==> config.mk <==
export PLATFORM = sky130hd
export DESIGN_NAME = main_control_fsm_flat
export DESIGN_NICKNAME = d
export VERILOG_FILES = /design/src/rtl/main_control_fsm_pkg.sv /design/src/rtl/main_control_fsm_if.sv /design/src/rtl/main_control_fsm.sv /design/src/flat_wrapper.sv
export SDC_FILE = /design/constraint.sdc
export NUM_CORES = 1
export LEC_CHECK = 0
export CAP_MARGIN = 20
export CORE_MARGIN = 2
export CORE_UTILIZATION = 49
export DETAILED_ROUTE_END_ITERATION = 10
export PLACE_DENSITY_LB_ADDON = 0.2
export SLEW_MARGIN = 15
export SYNTH_ARGS = -nofsm -noshare
export SYNTH_HDL_FRONTEND = slang
export SYNTH_SLANG_ARGS = --single-unit
==> constraint.sdc <==
create_clock -name clk -period 3.96 [get_ports clk]
set_input_delay 0.594 -clock clk [delete_from_list [all_inputs] [get_ports clk]]
set_output_delay 0.594 -clock clk [all_outputs]
set_load 0.1 [all_outputs]
==> src/rtl/main_control_fsm_pkg.sv <==
`default_nettype none
// ---------------------------------------------------------------------------
// main_control_fsm_pkg : opcodes, ALUOp/PCSrc encodings, state enum, controls
// Rev 1.0
// ---------------------------------------------------------------------------
package main_control_fsm_pkg;

  localparam logic [5:0] OP_RTYPE = 6'b000000;
  localparam logic [5:0] OP_LW    = 6'b100011;
  localparam logic [5:0] OP_SW    = 6'b101011;
  localparam logic [5:0] OP_ADDI  = 6'b001000;
  localparam logic [5:0] OP_BEQ   = 6'b000100;
  localparam logic [5:0] OP_J     = 6'b000010;

  localparam logic [1:0] ALUOP_ADD   = 2'b00;
  localparam logic [1:0] ALUOP_SUB   = 2'b01;
  localparam logic [1:0] ALUOP_RTYPE = 2'b10;

  localparam logic [1:0] PCSRC_SEQ    = 2'b00;
  localparam logic [1:0] PCSRC_BRANCH = 2'b01;
  localparam logic [1:0] PCSRC_JUMP   = 2'b10;

  typedef enum logic [3:0] {
    S_IDLE    = 4'd0,
    S_FETCH   = 4'd1,
    S_DECODE  = 4'd2,
    S_EXEC_R  = 4'd3,
    S_WB_R    = 4'd4,
    S_EXEC_I  = 4'd5,
    S_WB_I    = 4'd6,
    S_MEMADDR = 4'd7,
    S_MEM_RD  = 4'd8,
    S_MEM_WR  = 4'd9,
    S_WB_LW   = 4'd10,
    S_BRANCH  = 4'd11,
    S_JUMP    = 4'd12,
    S_TRAP    = 4'd13
  } state_t;

  typedef struct packed {
    logic [1:0] alu_op;
    logic       reg_dst;
    logic       alu_src;
    logic       mem_to_reg;
    logic       reg_write;
    logic       mem_read;
    logic       mem_write;
    logic       i_or_d;
    logic       ir_write;
    logic       pc_write;
    logic [1:0] pc_src;
  } ctrl_t;

  // States that wait on mem_ack and therefore run the timeout counter
  function automatic logic is_mem_state(input state_t s);
    return (s == S_FETCH) || (s == S_MEM_RD) || (s == S_MEM_WR);
  endfunction

endpackage
`default_nettype wire

==> src/rtl/main_control_fsm_if.sv <==
`default_nettype none
// ---------------------------------------------------------------------------
// main_control_fsm_if : controller <-> datapath/memory control bundle
// Rev 1.0
// ---------------------------------------------------------------------------
interface main_control_fsm_if;
  logic       run;
  logic [5:0] opcode;
  logic       zero;
  logic       mem_ack;
  logic [1:0] ALUOp;
  logic       RegDst;
  logic       ALUSrc;
  logic       MemtoReg;
  logic       RegWrite;
  logic       MemRead;
  logic       MemWrite;
  logic       IorD;
  logic       IRWrite;
  logic       PCWrite;
  logic [1:0] PCSrc;
  logic       illegal_op;
  logic       bus_err;
  logic [3:0] state_o;

  modport master (
    input  run, opcode, zero, mem_ack,
    output ALUOp, RegDst, ALUSrc, MemtoReg, RegWrite, MemRead, MemWrite,
           IorD, IRWrite, PCWrite, PCSrc, illegal_op, bus_err, state_o
  );

  modport slave (
    output run, opcode, zero, mem_ack,
    input  ALUOp, RegDst, ALUSrc, MemtoReg, RegWrite, MemRead, MemWrite,
           IorD, IRWrite, PCWrite, PCSrc, illegal_op, bus_err, state_o
  );
endinterface
`default_nettype wire

==> src/rtl/main_control_fsm.sv <==
`default_nettype none
// ---------------------------------------------------------------------------
// main_control_fsm : multi-cycle FETCH/DECODE/EXEC/MEM/WB main controller
// Rev 1.0
// ---------------------------------------------------------------------------
module main_control_fsm
  import main_control_fsm_pkg::*;
#(
  parameter int MEM_TIMEOUT = 15,
  parameter int CNT_W       = 4
) (
  input  wire logic         clk,
  input  wire logic         rst_n,
  main_control_fsm_if.master bus
);

  state_t           r_state;
  state_t           w_next;
  state_t           w_ret;
  logic [CNT_W-1:0] r_cnt;
  logic             r_is_sw;
  logic             r_illegal;
  logic             r_bus_err;
  logic             w_in_mem;
  logic             w_timeout;
  logic             w_decode_bad;
  ctrl_t            w_ctrl;

  assign w_in_mem  = is_mem_state(r_state);
  // A mem_ack arriving in the timeout cycle still completes the access
  assign w_timeout = w_in_mem && !bus.mem_ack && (r_cnt == CNT_W'(MEM_TIMEOUT));
  assign w_ret     = bus.run ? S_FETCH : S_IDLE;

  always_ff @(posedge clk or negedge rst_n) begin
    if (!rst_n) r_state <= S_IDLE;
    else        r_state <= w_next;
  end

  always_comb begin
    w_next       = r_state;
    w_decode_bad = 1'b0;
    case (r_state)
      S_IDLE:    if (bus.run) w_next = S_FETCH;
      S_FETCH: begin
        if (bus.mem_ack)    w_next = S_DECODE;
        else if (w_timeout) w_next = S_TRAP;
      end
      S_DECODE: begin
        case (bus.opcode)
          OP_RTYPE:     w_next = S_EXEC_R;
          OP_LW, OP_SW: w_next = S_MEMADDR;
          OP_ADDI:      w_next = S_EXEC_I;
          OP_BEQ:       w_next = S_BRANCH;
          OP_J:         w_next = S_JUMP;
          default: begin
            w_next       = S_TRAP;
            w_decode_bad = 1'b1;
          end
        endcase
      end
      S_EXEC_R:  w_next = S_WB_R;
      S_WB_R:    w_next = w_ret;
      S_EXEC_I:  w_next = S_WB_I;
      S_WB_I:    w_next = w_ret;
      S_MEMADDR: w_next = r_is_sw ? S_MEM_WR : S_MEM_RD;
      S_MEM_RD: begin
        if (bus.mem_ack)    w_next = S_WB_LW;
        else if (w_timeout) w_next = S_TRAP;
      end
      S_MEM_WR: begin
        if (bus.mem_ack)    w_next = w_ret;
        else if (w_timeout) w_next = S_TRAP;
      end
      S_WB_LW:   w_next = w_ret;
      S_BRANCH:  w_next = w_ret;
      S_JUMP:    w_next = w_ret;
      S_TRAP:    w_next = S_TRAP;
      default:   w_next = S_IDLE;
    endcase
  end

  always_ff @(posedge clk or negedge rst_n) begin
    if (!rst_n) begin
      r_cnt <= '0;
    end else if (w_next != r_state) begin
      r_cnt <= '0;
    end else if (w_in_mem && !bus.mem_ack && (r_cnt != '1)) begin
      r_cnt <= r_cnt + 1'b1;
    end
  end

  // MEMADDR needs lw/sw after DECODE has moved on, so the choice is kept here
  always_ff @(posedge clk or negedge rst_n) begin
    if (!rst_n) begin
      r_is_sw   <= 1'b0;
      r_illegal <= 1'b0;
      r_bus_err <= 1'b0;
    end else begin
      if (r_state == S_DECODE) r_is_sw <= (bus.opcode == OP_SW);
      if (w_decode_bad)        r_illegal <= 1'b1;
      if (w_timeout)           r_bus_err <= 1'b1;
    end
  end

  always_comb begin
    w_ctrl = '0;
    case (r_state)
      S_FETCH: begin
        w_ctrl.mem_read = 1'b1;
        w_ctrl.alu_op   = ALUOP_ADD;
        if (bus.mem_ack) begin
          w_ctrl.ir_write = 1'b1;
          w_ctrl.pc_write = 1'b1;
          w_ctrl.pc_src   = PCSRC_SEQ;
        end
      end
      S_EXEC_R:  w_ctrl.alu_op = ALUOP_RTYPE;
      S_WB_R: begin
        w_ctrl.reg_write = 1'b1;
        w_ctrl.reg_dst   = 1'b1;
      end
      S_EXEC_I:  w_ctrl.alu_src = 1'b1;
      S_WB_I:    w_ctrl.reg_write = 1'b1;
      S_MEMADDR: w_ctrl.alu_src = 1'b1;
      S_MEM_RD: begin
        w_ctrl.mem_read = 1'b1;
        w_ctrl.i_or_d   = 1'b1;
      end
      S_MEM_WR: begin
        w_ctrl.mem_write = 1'b1;
        w_ctrl.i_or_d    = 1'b1;
      end
      S_WB_LW: begin
        w_ctrl.reg_write  = 1'b1;
        w_ctrl.mem_to_reg = 1'b1;
      end
      S_BRANCH: begin
        w_ctrl.alu_op   = ALUOP_SUB;
        w_ctrl.pc_src   = PCSRC_BRANCH;
        w_ctrl.pc_write = bus.zero;
      end
      S_JUMP: begin
        w_ctrl.pc_write = 1'b1;
        w_ctrl.pc_src   = PCSRC_JUMP;
      end
      default: ;
    endcase
  end

  assign bus.ALUOp      = w_ctrl.alu_op;
  assign bus.RegDst     = w_ctrl.reg_dst;
  assign bus.ALUSrc     = w_ctrl.alu_src;
  assign bus.MemtoReg   = w_ctrl.mem_to_reg;
  assign bus.RegWrite   = w_ctrl.reg_write;
  assign bus.MemRead    = w_ctrl.mem_read;
  assign bus.MemWrite   = w_ctrl.mem_write;
  assign bus.IorD       = w_ctrl.i_or_d;
  assign bus.IRWrite    = w_ctrl.ir_write;
  assign bus.PCWrite    = w_ctrl.pc_write;
  assign bus.PCSrc      = w_ctrl.pc_src;
  assign bus.illegal_op = r_illegal;
  assign bus.bus_err    = r_bus_err;
  assign bus.state_o    = r_state;

endmodule
`default_nettype wire
==> src/flat_wrapper.sv <==
// flat-port wrapper written by rule: the top's interface ports become plain ports
module main_control_fsm_flat import main_control_fsm_pkg::*;
#(
  parameter int MEM_TIMEOUT = 15,
  parameter int CNT_W       = 4
)
  (clk, rst_n, bus_run, bus_opcode, bus_zero, bus_mem_ack, bus_ALUOp, bus_RegDst, bus_ALUSrc, bus_MemtoReg, bus_RegWrite, bus_MemRead, bus_MemWrite, bus_IorD, bus_IRWrite, bus_PCWrite, bus_PCSrc, bus_illegal_op, bus_bus_err, bus_state_o);
  main_control_fsm_if bus_i ();
  input  wire logic clk;
  input  wire logic rst_n;
  input wire logic [$bits(bus_i.run)-1:0] bus_run;
  input wire logic [$bits(bus_i.opcode)-1:0] bus_opcode;
  input wire logic [$bits(bus_i.zero)-1:0] bus_zero;
  input wire logic [$bits(bus_i.mem_ack)-1:0] bus_mem_ack;
  output wire logic [$bits(bus_i.ALUOp)-1:0] bus_ALUOp;
  output wire logic [$bits(bus_i.RegDst)-1:0] bus_RegDst;
  output wire logic [$bits(bus_i.ALUSrc)-1:0] bus_ALUSrc;
  output wire logic [$bits(bus_i.MemtoReg)-1:0] bus_MemtoReg;
  output wire logic [$bits(bus_i.RegWrite)-1:0] bus_RegWrite;
  output wire logic [$bits(bus_i.MemRead)-1:0] bus_MemRead;
  output wire logic [$bits(bus_i.MemWrite)-1:0] bus_MemWrite;
  output wire logic [$bits(bus_i.IorD)-1:0] bus_IorD;
  output wire logic [$bits(bus_i.IRWrite)-1:0] bus_IRWrite;
  output wire logic [$bits(bus_i.PCWrite)-1:0] bus_PCWrite;
  output wire logic [$bits(bus_i.PCSrc)-1:0] bus_PCSrc;
  output wire logic [$bits(bus_i.illegal_op)-1:0] bus_illegal_op;
  output wire logic [$bits(bus_i.bus_err)-1:0] bus_bus_err;
  output wire logic [$bits(bus_i.state_o)-1:0] bus_state_o;
  assign bus_i.run = bus_run;
  assign bus_i.opcode = bus_opcode;
  assign bus_i.zero = bus_zero;
  assign bus_i.mem_ack = bus_mem_ack;
  assign bus_ALUOp = bus_i.ALUOp;
  assign bus_RegDst = bus_i.RegDst;
  assign bus_ALUSrc = bus_i.ALUSrc;
  assign bus_MemtoReg = bus_i.MemtoReg;
  assign bus_RegWrite = bus_i.RegWrite;
  assign bus_MemRead = bus_i.MemRead;
  assign bus_MemWrite = bus_i.MemWrite;
  assign bus_IorD = bus_i.IorD;
  assign bus_IRWrite = bus_i.IRWrite;
  assign bus_PCWrite = bus_i.PCWrite;
  assign bus_PCSrc = bus_i.PCSrc;
  assign bus_illegal_op = bus_i.illegal_op;
  assign bus_bus_err = bus_i.bus_err;
  assign bus_state_o = bus_i.state_o;
  main_control_fsm #(.MEM_TIMEOUT(MEM_TIMEOUT), .CNT_W(CNT_W)) u_core (.clk(clk), .rst_n(rst_n), .bus(bus_i));
endmodule
==> After elaboration in Yosys (flattened, before gate mapping) <==
Index checks and enable logic that the tools add are counted.
{ "op_classes": {"add_sub_neg": 1, "n_eq_ne": 21, "mux": 24, "reduce_logical": 16} }
{ "op_table": {"columns": ["op", "count"], "rows": [
  ["4-bit one-hot mux with 10 select lines", 1],
  ["4-bit two-way mux", 8],
  ["4-bit == test, second input constant", 7],
  ["4-bit one-hot mux with 5 select lines", 1],
  ["4-bit by 3-bit == test with 1-bit output, second input constant", 4],
  ["6-bit == test, second input constant", 2],
  ["1-bit two-way mux", 12],
  ["3-bit one-hot mux with 3 select lines", 1],
  ["4-bit by 2-bit == test with 1-bit output, second input constant", 2],
  ["2-bit OR reduction", 4],
  ["6-bit by 2-bit == test with 1-bit output, second input constant", 1],
  ["6-bit by 3-bit == test with 1-bit output, second input constant", 1],
  ["6-bit by 4-bit == test with 1-bit output, second input constant", 1],
  ["6-bit logical NOT", 1],
  ["6-bit OR reduction", 1],
  ["5-bit OR reduction", 1],
  ["4-bit by 1-bit adder with 4-bit output, second input constant", 1],
  ["4-bit by 1-bit == test with 1-bit output, second input constant", 1],
  ["4-bit logical NOT", 1],
  ["4-bit != test", 1],
  ["4-bit != test, second input constant", 1],
  ["2-bit one-hot mux with 2 select lines", 1],
  ["1-bit logical AND", 3],
  ["3-bit OR reduction", 1],
  ["3 further kinds", 4]
]} }
{ "totals": {"reg_bits": 11, "inputBits": 11, "output_inout_bits": 19} }

==> Depth between registers and ports, before layout <==
{ "depth": {"word_depth": 10, "depth_mapped": 7} }

==> Least setup slack after synthesis <==
No wires, ideal clock.
{ "synth_timing": {"kind": "register to output", "start": "register u_core.r_state[0], in the netlist u_core.bus.state_o[0]", "end": "output port bus_PCWrite", "arrival_ns": 5.494, "required_time_ns": 3.366, "setup_slack_ns": -2.128, "path_stages_with_launch": 5, "n_path_buf": 1, "path_cell_list": "dfrtp_1 buf_1 nand2b_1 nor4b_1 a211o_1"} }
{ "synth_between": {"elab_chain_len": 2} }
{ "synth_lines": {"columns": ["item", "line_no", "text"], "rows": [
  ["start, declared", "main_control_fsm.sv:17", "state_t r_state;"],
  ["start signal, assigned", "main_control_fsm.sv:36", "else r_state <= w_next;"],
  ["4-bit == test or 4-bit by 1-bit == test with 1-bit output (tied branches)", "main_control_fsm.sv:107", "case (r_state)"],
  ["3-bit one-hot mux with 3 select lines (*)", "main_control_fsm.sv:107", null],
  ["end, declared", "flat_wrapper.sv:24", "output wire logic [$bits(bus_i.PCWrite)-1:0] bus_PCWrite;"]
]} }
Mark *: on every way between the ends. The rest lies on a longest branch, timed or not.

==> Final worst setup path <==
{ "layout_timing": {"start": "register u_core.r_state[0], in the netlist u_core.bus.state_o[0]", "end": "output port bus_MemRead"} }
{ "layout_between": {"elab_chain_len": 3} }
{ "layout_lines": {"columns": ["item", "line_no", "text"], "rows": [
  ["4-bit == test or 4-bit by 1-bit == test with 1-bit output (tied branches)", "main_control_fsm.sv:107", null],
  ["2-bit OR reduction (no source line) (*)", null, null],
  ["1-bit two-way mux (*)", "main_control_fsm.sv:107", null],
  ["end, declared", "flat_wrapper.sv:20", "output wire logic [$bits(bus_i.MemRead)-1:0] bus_MemRead;"]
]} }
Marks and branches as above.

==> results.toml <==
[logic_synthesis]
synthesis.area_um2 = 955
synth.yosys.seq_area_share = 0.288
synth_edf_count = 0
synthFlopType = "dfrtp_1"
synth_top_area_cell = "dfrtp_1"
synth.ff_latch_count = 11
yosys_warnings = 0
synth_cells = 118
async_flop_share = 1.00
synth.top_cells.by_area = "dfrtp_1, nor2_1, a21oi_1"
yosys.area.top_type_share = 0.288
syn_nets = 130
syn_avg_cell_area_um2 = 8.09
ys_types = 44

[cells_and_area]
nNetsFinal = 156
nFillCells = 152
n_antenna_cell = 0
final_util = 0.705
drive_gt1_frac = 0.175
final_cells = 168
synthToLayoutAreaGrowth_pct = 31.6

[hold_path]
min_from = "u_core.bus.illegal_op$_DFFE_PN0P_"
hp-class = "reg -> reg"

[cts]
ctsResizeCount = 0
clock-sinks = 11
clk_pin_slew_worst_paths_ns = 0.06
ctsHoldBuffers = 0
cts_buffers = 3
cts_tree = "built"
cts_buffer_depth = 2
post-cts-setup-buffer-count = 0
htreeDepth = 1
clockRootBuffer = "clkbuf_4"
clk_latency_ns = 0.26

[routing]
drc = 0
postRouteAntennaNets = 0
dr.pass1.iters = 4
routed_via_density = 5.93
routed_wl_um = 2290
drt_iter0_drc = 26
wl_per_cell_um = 13.6
vias = 997

[global_route]
antenna_found_initial = 0
grt_pass1_wl_um = 3680
grt_pass1_vias = 847
grt_max_degree = 24
grtUsageTotal = 0.227
grt-ovfl-total = 0

[place]
place_inst = 164
dp_slack_ns = 1.13
gp_congestion = 0.784
dp_hpwl_um = 1770
io_buffers = 29

[floorplan]
placeableCoreArea_um2 = 1780
die_h_um = 48.1
die_w_um = 48.1
num_rows = 15
ios = 30
die_area_um2 = 2320
start_util = 0.535

[critical_path]
cp.required_ns = 3.37
r2r-start = "u_core.bus.state_o[2]$_DFF_PN0_"
path_class = "reg -> out"
worstSetupStartpointType = "flip-flop"
cp_max_fo = 23
path_buf_inv = 1
cp_slowest_cell = "clkdlybuf4s50_1"
crit_family = "buffers and inverters"
cp_cell_sequence = "xnor2_1, nor3_2, clkdlybuf4s50_1"
startpoint = "u_core.bus.state_o[0]$_DFF_PN0_"
cp_data_arrival_time_ns = 2.50
cpPeakStageDelay_ns = 1.15
worst_setup_path_end_kind = "primary output"

[power_and_ir_drop]
peakVddDrop_mv = 0.629
fin_total_pwr_w = 0.00106
power.leakage_nw = 0.526
p_per_area_nw_per_um2 = 842

[timing]
hold_viol_final = 0
period_share = 0.782
timing.setup.tns_ns = 0
slew_violations = 0
tightest_slew_ns = 0.976
skew_ns = 0.00215
setup_violations = 0
max_freq_ghz = 0.323
rsz0062_at_grt = "false"
worst_slack_ns = 0.862
timing.slew.headroom = 0.347
period_needed_ns = 3.10

[job]
maxCapViolations = 0

[outcome]
status = "finished clean"
## layout by cell type, fill, tap and decap left out, types with 4 or more instances in the layout
cell type,instances
dfrtp_1,11
inv_1,7
clkdlybuf4s50_1,19
nor2_1,13
buf_4,10
a21oi_1,8
nand2_1,6
nor3_1,5
nor4_1,5
nand3_1,4
nand2b_1,5
## path summary, 6_finish.rpt
check	end	cells past startpoint	slack, ns
worst max-delay path	bus_MemRead	3	0.86
worst max register to register	u_core.r_cnt[2]$_DFFE_PN0P_	5	1.77
max in group asynchronous	u_core.r_cnt[1]$_DFFE_PN0P_	1	2.98
worst min-delay path	u_core.bus.illegal_op$_DFFE_PN0P_	1	0.46
worst min register to register	u_core.bus.illegal_op$_DFFE_PN0P_	1	0.46
min in group asynchronous	u_core.bus.state_o[2]$_DFF_PN0_	1	0.66
## per-layer routing
metal | track usage | part of all wire | vias up
met2 | 0.345 | 0.45 | 37
met1 | 0.330 | 0.47 | 466
li1 | - | - | 489
met4 | 0.0811 | 0.015 | 0
met3 | 0.0296 | 0.060 | 5
met5 | 0 | 0 | -
## layout make-up
type                            instances  area [um2]  area share
Inverter                                7        26.3      0.0209
Sequential cell                        11         275       0.219
Multi-Input combinational cell         92         632       0.503
Clock buffer                            4        26.3      0.0209
Timing Repair Buffer                   29         265       0.211
Tap cell                               25        31.3      0.0249
## stage by stage
step / cell area [um2] / hold slack (ns)
2_1_floorplan: 975 / 0.298
3_3_place_gp: 1230 / 0.450
3_5_place_dp: 1230 / 0.454
4_1_cts: 1260 / 0.469
5_1_grt: 1260 / 0.503
6_report: 1260 / 0.464
## power by group
part           internal, W  total (W)  switching [W]
registers         0.000134   0.000224      0.0000900
clock network    0.0000389  0.0000723      0.0000334
logic             0.000214   0.000761       0.000548
## logic make-up (layout without fill, tap and decap cells)
family	after synthesis	in the layout	share of synthesized area
multiplexers	1	1	0.0105
XOR/XNOR	4	4	0.0367
adder cells (fa/ha/maj)	2	2	0.0236
AND/OR/NAND/NOR	54	54	0.313
AO/OA/AOI/OAI	31	31	0.257
flip-flops	11	11	0.288
buffers and inverters	15	40	0.0708
## cell usage after synthesis, types with 2 or more instances
cell	number
a21oi_1	8
a2bb2oi_1	2
a31oi_2	2
a41oi_1	2
and3_1	3
buf_2	3
clkbuf_1	3
dfrtp_1	11
inv_1	7
nand2_1	6
nand2b_1	5
nand3_1	4
nor2_1	13
nor2b_1	3
nor3_1	6
nor4_1	5
o211ai_1	2
o21ai_0	3
or3_1	3
xnor2_1	3
## state kept, by name, indices dropped and copies added (netlist names)
name and cells:
u_core.r_is_sw 1, u_core.bus.state_o 4, u_core.bus.bus_err 1, u_core.bus.illegal_op 1
u_core.r_cnt 4
No activity file was read; power rests on OpenSTA's default activity.
